`config.mk`:
```
export PLATFORM = sky130hd
export DESIGN_NAME = neureka_streamout_realigner
export DESIGN_NICKNAME = d
export VERILOG_FILES = /design/src/rtl/neureka_streamout_realigner_pkg.sv /design/src/rtl/neureka_streamout_realigner_rotator.sv /design/src/rtl/neureka_streamout_realigner.sv
export SDC_FILE = /design/constraint.sdc
export NUM_CORES = 2
export LEC_CHECK = 0
export CAP_MARGIN = 10
export CORE_UTILIZATION = 40
export CTS_BUF_LIST = sky130_fd_sc_hd__clkbuf_16
export CTS_CLUSTER_DIAMETER = 120
export CTS_CLUSTER_SIZE = 25
export DETAILED_ROUTE_END_ITERATION = 12
export GPL_ROUTABILITY_DRIVEN = 0
export PLACE_DENSITY = 0.67
export SLEW_MARGIN = 15
export SYNTH_ARGS = -nofsm -noshare
export SYNTH_HDL_FRONTEND = slang
export SYNTH_SLANG_ARGS = --single-unit
```
`constraint.sdc`:
```
create_clock -name clk_i -period 22.1 [get_ports clk_i]
set_input_delay 2.21 -clock clk_i [delete_from_list [all_inputs] [get_ports clk_i]]
set_output_delay 2.21 -clock clk_i [all_outputs]
set_load 0.02 [all_outputs]
```
`src/rtl/neureka_streamout_realigner_pkg.sv`:
```
// Shared types and default widths for the store_out realigner.
//   REALIGN_BW   : beat width in bits (multiple of 8)
//   REALIGN_LENW : width of the per-tile beat-count field
//   realign_state_t : IDLE -> STREAM -> (FLUSH) -> DONE -> IDLE
//   ctrl_realign_t  : tile command {offset, len, start}
//   flags_realign_t : status {busy, done}
package neureka_streamout_realigner_pkg;

  localparam int unsigned REALIGN_BW   = 256;
  localparam int unsigned REALIGN_NB   = REALIGN_BW / 8;
  localparam int unsigned REALIGN_OFFW = $clog2(REALIGN_NB);
  localparam int unsigned REALIGN_LENW = 16;

  typedef enum logic [1:0] {
    IDLE   = 2'd0,
    STREAM = 2'd1,
    FLUSH  = 2'd2,
    DONE   = 2'd3
  } realign_state_t;

  typedef struct packed {
    logic [REALIGN_OFFW-1:0] offset;
    logic [REALIGN_LENW-1:0] len;
    logic                    start;
  } ctrl_realign_t;

  typedef struct packed {
    logic busy;
    logic done;
  } flags_realign_t;

endpackage

```
`src/rtl/neureka_streamout_realigner_rotator.sv`:
```
// neureka_byte_rotator: combinational byte realignment.
//   cat_data_i / cat_strb_i : {push, carry} (push in the upper half)
//   offset_i                : byte offset o of the destination base
//   aligned_data_o/_strb_o  : carry bytes 0..o-1, then push bytes 0..NB-o-1
//   carry_data_o/_strb_o    : push bytes NB-o..NB-1 moved to bytes 0..o-1,
//                             upper bytes zero
module neureka_byte_rotator #(
  parameter int unsigned BW = 256
) (
  input  logic [2*BW-1:0]          cat_data_i,
  input  logic [2*(BW/8)-1:0]      cat_strb_i,
  input  logic [$clog2(BW/8)-1:0]  offset_i,
  output logic [BW-1:0]            aligned_data_o,
  output logic [BW/8-1:0]          aligned_strb_o,
  output logic [BW-1:0]            carry_data_o,
  output logic [BW/8-1:0]          carry_strb_o
);

  localparam int unsigned NB = BW / 8;

  logic [2*BW-1:0] wide_data;
  logic [2*NB-1:0] wide_strb;
  logic [NB-1:0]   lo_mask;
  logic [BW-1:0]   lo_data_mask;

  always_comb begin
    // Shifting the push beat up by o bytes into a double-width word puts
    // the part that lands in this memory word in the low half and the
    // spill-over (next carry) in the high half.
    wide_data = {{BW{1'b0}}, cat_data_i[2*BW-1:BW]} << {offset_i, 3'b000};
    wide_strb = {{NB{1'b0}}, cat_strb_i[2*NB-1:NB]} << offset_i;
    // Only carry bytes below o are meaningful; mask the rest defensively.
    lo_mask   = ~({NB{1'b1}} << offset_i);
    for (int b = 0; b < int'(NB); b++) begin
      lo_data_mask[8*b +: 8] = {8{lo_mask[b]}};
    end
    aligned_data_o = wide_data[BW-1:0] | (cat_data_i[BW-1:0] & lo_data_mask);
    aligned_strb_o = wide_strb[NB-1:0] | (cat_strb_i[NB-1:0] & lo_mask);
    carry_data_o   = wide_data[2*BW-1:BW];
    carry_strb_o   = wide_strb[2*NB-1:NB];
  end

endmodule

```
`src/rtl/neureka_streamout_realigner.sv`:
```
// neureka_streamout_realigner: realigns the engine store_out stream to a
// byte-misaligned TCDM base and emits memory-aligned words with strobes.
//   clk_i, rst_i (async, active-high), clear_i (sync clear), enable_i
//   start_i/offset_i/len_i      : tile command, honoured in IDLE only
//   push_*                      : input beats (valid/ready)
//   pop_*                       : aligned output words (valid/ready)
//   busy_o, done_o              : status; done_o is a 1-cycle pulse
// Handshake: a beat moves on valid & ready. pop_valid_o, once high, stays
// high with stable data/strb until pop_ready_i is seen while enabled.
module neureka_streamout_realigner
  import neureka_streamout_realigner_pkg::*;
#(
  parameter int unsigned BW   = REALIGN_BW,
  parameter int unsigned LENW = REALIGN_LENW
) (
  input  logic                     clk_i,
  input  logic                     rst_i,
  input  logic                     enable_i,
  input  logic                     clear_i,
  input  logic                     start_i,
  input  logic [$clog2(BW/8)-1:0]  offset_i,
  input  logic [LENW-1:0]          len_i,
  input  logic [BW-1:0]            push_data_i,
  input  logic [BW/8-1:0]          push_strb_i,
  input  logic                     push_valid_i,
  output logic                     push_ready_o,
  output logic [BW-1:0]            pop_data_o,
  output logic [BW/8-1:0]          pop_strb_o,
  output logic                     pop_valid_o,
  input  logic                     pop_ready_i,
  output logic                     busy_o,
  output logic                     done_o
);

  localparam int unsigned NB   = BW / 8;
  localparam int unsigned OFFW = $clog2(NB);

  realign_state_t  state_q, state_d;
  logic [OFFW-1:0] off_q, off_d;
  logic [LENW-1:0] len_q, len_d, cnt_q, cnt_d;
  logic [BW-1:0]   carry_q, carry_d, pop_data_q, pop_data_d;
  logic [NB-1:0]   carry_strb_q, carry_strb_d, pop_strb_q, pop_strb_d;
  logic            pop_valid_q, pop_valid_d, done_q, done_d;

  ctrl_realign_t   ctrl;
  flags_realign_t  flags;

  logic [BW-1:0]   rot_data, rot_carry;
  logic [NB-1:0]   rot_strb, rot_carry_strb;
  logic            out_free, push_fire;

  assign ctrl.offset = offset_i;
  assign ctrl.len    = len_i;
  assign ctrl.start  = start_i;

  neureka_byte_rotator #(.BW(BW)) u_rotator (
    .cat_data_i     ({push_data_i, carry_q}),
    .cat_strb_i     ({push_strb_i, carry_strb_q}),
    .offset_i       (off_q),
    .aligned_data_o (rot_data),
    .aligned_strb_o (rot_strb),
    .carry_data_o   (rot_carry),
    .carry_strb_o   (rot_carry_strb)
  );

  // The output register can take a new word when empty or draining now.
  assign out_free     = ~pop_valid_q | pop_ready_i;
  assign push_ready_o = enable_i & (state_q == STREAM) & out_free;
  assign push_fire    = push_ready_o & push_valid_i;

  always_comb begin
    state_d      = state_q;
    off_d        = off_q;
    len_d        = len_q;
    cnt_d        = cnt_q;
    carry_d      = carry_q;
    carry_strb_d = carry_strb_q;
    pop_data_d   = pop_data_q;
    pop_strb_d   = pop_strb_q;
    pop_valid_d  = pop_valid_q;
    done_d       = 1'b0;
    if (enable_i) begin
      if (pop_valid_q && pop_ready_i) pop_valid_d = 1'b0;
      unique case (state_q)
        IDLE: begin
          if (ctrl.start) begin
            if (ctrl.len == '0) begin
              done_d = 1'b1;
            end else begin
              state_d      = STREAM;
              off_d        = ctrl.offset;
              len_d        = ctrl.len;
              cnt_d        = '0;
              carry_d      = '0;
              carry_strb_d = '0;
            end
          end
        end
        STREAM: begin
          if (push_fire) begin
            pop_data_d   = rot_data;
            pop_strb_d   = rot_strb;
            pop_valid_d  = 1'b1;
            carry_d      = rot_carry;
            carry_strb_d = rot_carry_strb;
            cnt_d        = cnt_q + 1'b1;
            // A flush beat is only worth emitting if the tail carries
            // at least one enabled byte.
            if (cnt_d == len_q) begin
              state_d = ((off_q != '0) && (rot_carry_strb != '0)) ? FLUSH : DONE;
            end
          end
        end
        FLUSH: begin
          if (out_free) begin
            pop_data_d   = carry_q;
            pop_strb_d   = carry_strb_q;
            pop_valid_d  = 1'b1;
            carry_d      = '0;
            carry_strb_d = '0;
            state_d      = DONE;
          end
        end
        DONE: begin
          if (out_free) begin
            done_d  = 1'b1;
            state_d = IDLE;
          end
        end
        default: state_d = IDLE;
      endcase
    end
  end

  always_ff @(posedge clk_i or posedge rst_i) begin
    if (rst_i) begin
      state_q      <= IDLE;
      off_q        <= '0;
      len_q        <= '0;
      cnt_q        <= '0;
      carry_q      <= '0;
      carry_strb_q <= '0;
      pop_data_q   <= '0;
      pop_strb_q   <= '0;
      pop_valid_q  <= 1'b0;
      done_q       <= 1'b0;
    end else if (clear_i) begin
      state_q      <= IDLE;
      off_q        <= '0;
      len_q        <= '0;
      cnt_q        <= '0;
      carry_q      <= '0;
      carry_strb_q <= '0;
      pop_data_q   <= '0;
      pop_strb_q   <= '0;
      pop_valid_q  <= 1'b0;
      done_q       <= 1'b0;
    end else begin
      state_q      <= state_d;
      off_q        <= off_d;
      len_q        <= len_d;
      cnt_q        <= cnt_d;
      carry_q      <= carry_d;
      carry_strb_q <= carry_strb_d;
      pop_data_q   <= pop_data_d;
      pop_strb_q   <= pop_strb_d;
      pop_valid_q  <= pop_valid_d;
      done_q       <= done_d;
    end
  end

  assign flags.busy  = (state_q == STREAM) || (state_q == FLUSH);
  assign flags.done  = done_q;
  assign busy_o      = flags.busy;
  assign done_o      = flags.done;
  assign pop_data_o  = pop_data_q;
  assign pop_strb_o  = pop_strb_q;
  assign pop_valid_o = pop_valid_q;

endmodule

```
Word level (Yosys, flattened, before mapping)
Index checks and enable logic that the tools add are counted.
{"block": "totals", "register_bits": 617, "inputBits": 316, "out_inout_bits": 292, "word_cells": 115}
{"block": "op_classes", "addsub": 1, "eq_ne": 11, "n_shift": 3, "mux": 62, "n_bitwise": 10, "n_reduce_logical": 18}
{"cell": "$mux W256", "count": 10}
{"cell": "$pmux W256 S3", "count": 1}
{"cell": "$pmux W256 S2", "count": 1}
{"cell": "$shl A256 B8 Y512", "count": 1}
{"cell": "$mux W32", "count": 10}
{"cell": "$and A256 B256 Y256", "count": 1}
{"cell": "$or A256 B256 Y256", "count": 1}
{"cell": "$mux W16", "count": 10}
{"cell": "$pmux W32 S3", "count": 1}
{"cell": "$pmux W32 S2", "count": 1}
{"cell": "$shl A32 B5 Y64", "count": 1}
{"cell": "$and A32 B32 Y32", "count": 1}
{"cell": "$not A32 Y32", "count": 1}
{"cell": "$or A32 B32 Y32", "count": 1}
{"cell": "$pmux W16 S2", "count": 1}
{"cell": "$reduce_bool A32 Y1", "count": 1}
{"cell": "$shl A32 B5 Y32 const A", "count": 1}
{"cell": "$mux W5", "count": 5}
{"cell": "$add A16 B1 Y16 const B", "count": 1}
{"cell": "$eq A16 B16 Y1", "count": 1}
{"cell": "$logic_not A16 Y1", "count": 1}
{"cell": "$mux W2", "count": 8}
{"cell": "$ne A3 B3 Y1 const B", "count": 5}
{"cell": "$mux W1", "count": 11}
{"cell": "20 further kinds", "count": 29}

Longest topological paths before layout
{"block": "depth", "depth_word": 9, "mapped_depth": 12, "mapped_depth_nobuf": 9}

Hierarchy
A second synthesis with hierarchy kept.
{"block": "hier_totals", "cells_unflattened": 6253, "hier_area_um2": 53178.5}
{"mod": "neureka_streamout_realigner", "instances": 1, "cells_per_inst": 2836, "area_each_um2": 27715.3, "seq_area_each_um2": 15439.8}
{"mod": "neureka_byte_rotator", "instances": 1, "cells_per_inst": 3417, "area_each_um2": 25463.2, "seq_area_each_um2": 0.0}

Worst setup path after synthesis
OpenSTA, ideal clock, no wires.
{"block": "synth_path", "path_kind": "input-to-output", "start": "in pop_ready_i", "end": "out push_ready_o", "t_arrival_ps": 2678, "required_time_ps": 19890, "setup_slack_ps": 17212, "stages": 2, "n_path_buf": 0, "cell_sequence": "nand2b_1 and3_1"}
{"block": "synth_via", "elab_chain_cells": 2}
{"item": "from (decl)", "line_no": "neureka_streamout_realigner.sv:30", "source": "input logic pop_ready_i,"}
{"item": "$or A1 B1 Y1", "line_no": "neureka_streamout_realigner.sv:67", "source": "assign out_free = ~pop_valid_q | pop_ready_i;"}
{"item": "$and A1 B1 Y1", "line_no": "neureka_streamout_realigner.sv:68", "source": "assign push_ready_o = enable_i & (state_q == STREAM) & out_free;"}
{"item": "to (decl)", "line_no": "neureka_streamout_realigner.sv:26", "source": "output logic push_ready_o,"}
Every way passes these cells.

Final worst setup path
Ends and elaborated chain as after synthesis.

==> impl_metrics.ini <==
[pwr]
power_density_nw_per_um2 = 61.22
power_uw = 2998
switching_share_pct = 41.39
power_leakage_uw = 0.02075
combPwrFrac_pct = 38.5
p_seq_share_pct = 40.1
clkPwrFrac_pct = 21.4
peakVddDrop_uv = 65.54
p_int_uw = 1757
p_sw_uw = 1241

[critical_path]
start_kind = primary input
reg2reg_depth = 10
r2r_slack_ns = 16.14
cp-startpoint = pop_ready_i
critPathMaxFanout = 7
r2r_start = off_q[0]
critPathKind = in -> out
cp-end-kind = output port
worst_ep_required_time_ns = 19.89
worst_ep_arrival_time_ns = 3.79
reg2reg_to = pop_data_o[239]

[logic_synthesis]
synth_seq_area_share_pct = 36.81
yosysTopAreaCellShare_pct = 36.81
yosysWarnings = 0
yosysMostFrequentCell = nand2_1
yosys.area.top_type = dfrtp_1
synth_seq_cells = 608
synth_commonest_cells = 825 x nand2_1, 608 x dfrtp_1, 445 x o21ai_0
netlist_area_um2 = 41330
syn-mean-instance-area_um2 = 9.379
synth_nets = 4729
synthFlopType = dfrtp_1
synth_edf_count = 0
async_reset_ff_share_pct = 100.0
synth_cells = 4407
synthTopCellsByArea = dfrtp_1 37%, mux4_2 12%, mux2i_1 9.0%
ys_types = 78

[clocking]
numCtsBuffers = 28
cts_root_buf = clkbuf_16
cts_setup_buffers = 0
htree_num_levels = 1
clk_pin_slew_worst_paths_ns = 0.11
clock-sinks = 608
postCtsResizedCells = 0
cts_tree = done
cts.path.max_buffers = 3
cts_hold_buf = 0
clock_latency_ns = 0.71

[routing]
drc = 0
viasPerCell = 7.001
ant_nets = 0
first_iter_violations = 8285
routed-via-count = 42790
wl_per_cell_um = 36.33
wirelength_mm = 222.0
dr.pass1.iters = 9

[layout]
finish.utilization_pct = 47.99
nFillCells = 9673
area_growth_pct = 18.48
final_nets = 5039
drive_above_1_share_pct = 10.00

[sta]
clock.fmax_mhz = 166.8
setup_viol = 0
finalCritPeriodShare_pct = 27.13
worstMarginPinSlew_ns = 1.385
clock_skew_ns = 0.05643
tns_ns = 0
finalHoldViolCount = 0
finalMaxSlewViolations = 0
slew-limit-headroom_pct = 5.058
period_needed_ns = 5.997
rsz0062_at_grt = no

[global_routing]
gr-total-overflow = 0
grt_pass1_vias = 38730
grt_max_degree = 223
grt_first_pass_wirelength_mm = 304.6
grt_usage_pct = 41.20
antenna_found_initial = 48

[floorplan]
io_pins = 608
die_h_um = 323.5
core_area_um2 = 102000
initial_core_util_pct = 40.51
num_rows = 117
dieWidth_um = 323.5
dieArea_um2 = 104600

[placement]
portBuffers = 607
dp_hpwl_mm = 165.2

[worst_hold_path]
whs_path_depth = 2
min_to = carry_strb_q[5]
hold_start = carry_strb_q[5]
hold_path_class = reg -> reg

[flow_run]
maxCapViolCount = 0

[status]
outcome = completed
==> worst max-delay path: stages <==
cell and delay (ns):
clkdlybuf4s50_1 0.47, nand2b_1 0.27, and3_1 0.23, clkdlybuf4s50_1 0.60
==> flip-flops by register name, indices dropped and copies added, names as in the netlist <==
register,count
state_q,2
carry_q,248
pop_data_o,256
off_q,5
pop_strb_o,32
cnt_q,16
len_q,16
carry_strb_q,31
done_o,1
pop_valid_o,1
==> cells in the final DEF, fill, tap and decap left out, types with 34 or more instances in the layout <==
cell type / netlist / layout
a221oi_1: 46 / 46
o211ai_1: 34 / 34
mux4_2: 227 / 227
a211oi_1: 49 / 48
o22ai_1: 70 / 70
clkdlybuf4s50_1: 0 / 606
nand2_1: 825 / 820
dfrtp_1: 608 / 603
a22o_1: 141 / 141
mux2i_1: 373 / 371
mux2_2: 71 / 71
nor2_1: 292 / 285
buf_4: 14 / 82
a22oi_1: 148 / 148
a21oi_1: 174 / 172
o21ai_1: 49 / 50
o21ai_0: 445 / 443
nor3_1: 42 / 40
==> power by group through the flow <==
stage | Sequential, uW | Clock, uW | Combinational, uW
after floorplan | 1240 | 0 | 553
after global placement | 1220 | 0 | 1070
after detailed placement | 1220 | 0 | 1080
after CTS | 1200 | 628 | 1080
after global routing | 1210 | 661 | 1160
final | 1200 | 640 | 1160
==> kinds of logic (layout without fill, tap and decap cells) <==
family / Yosys count / after routing / share of synthesized area, %
compound gates: 1354 / 1354 / 21.52
other cells: 0 / 24 / 0
xor+xnor: 20 / 20 / 0.4571
fa+ha+maj: 6 / 6 / 0.1816
mux: 676 / 676 / 23.49
simple gates: 1301 / 1301 / 12.85
flops: 608 / 608 / 36.81
buf+inv: 442 / 754 / 4.689
==> per-layer routing <==
| metal | vias to the layer above | part of all wire, % | global-route usage (%) | routed length [um] |
|---|---|---|---|---|
| li1 | 17050 | - | - | - |
| met1 | 20680 | 34 | 50.55 | 75080 |
| met2 | 4171 | 39 | 55.55 | 86470 |
| met3 | 843 | 19 | 22.71 | 41560 |
| met4 | 48 | 8.3 | 25.37 | 18440 |
| met5 | - | 0.21 | 0.8796 | 464 |
==> worst max-delay path by stage <==
stage | to | slack [ns] | cells past startpoint
after floorplan | carry_q[0] | 2.87 | 1
after global placement | carry_q[28] | 16.13 | 9
after detailed placement | carry_strb_q[14] | 16.04 | 9
after CTS | push_ready_o | 16.11 | 4
after global routing | pop_data_o[239] | 15.76 | 10
final | push_ready_o | 16.10 | 4
==> area by class of cell <==
cell class | count | area (um2) | share of cell area [%]
repair buffers | 692 | 6761 | 13.81
clock inverters | 4 | 55.05 | 0.1124
clock buffers | 28 | 700.7 | 1.431
inverters | 30 | 140.1 | 0.2862
multi-input cells | 3357 | 24310 | 49.64
well taps | 1368 | 1712 | 3.495
flip-flops and latches | 608 | 15230 | 31.11
diodes | 24 | 60.06 | 0.1226
==> stage by stage <==
stage               instances  setup slack [ns]  hold WS (ns)  area, um2
floorplan                4407             2.868        0.4397      41330
global placement         6055             16.13        0.4584      48140
detailed placement       6055             16.04        0.4623      48140
CTS                      6087             16.11        0.4869      48900
global route             6102             15.76        0.5059      48950
finish                   6111             16.10        0.4852      48970
(Power assumes the default switching activity.)
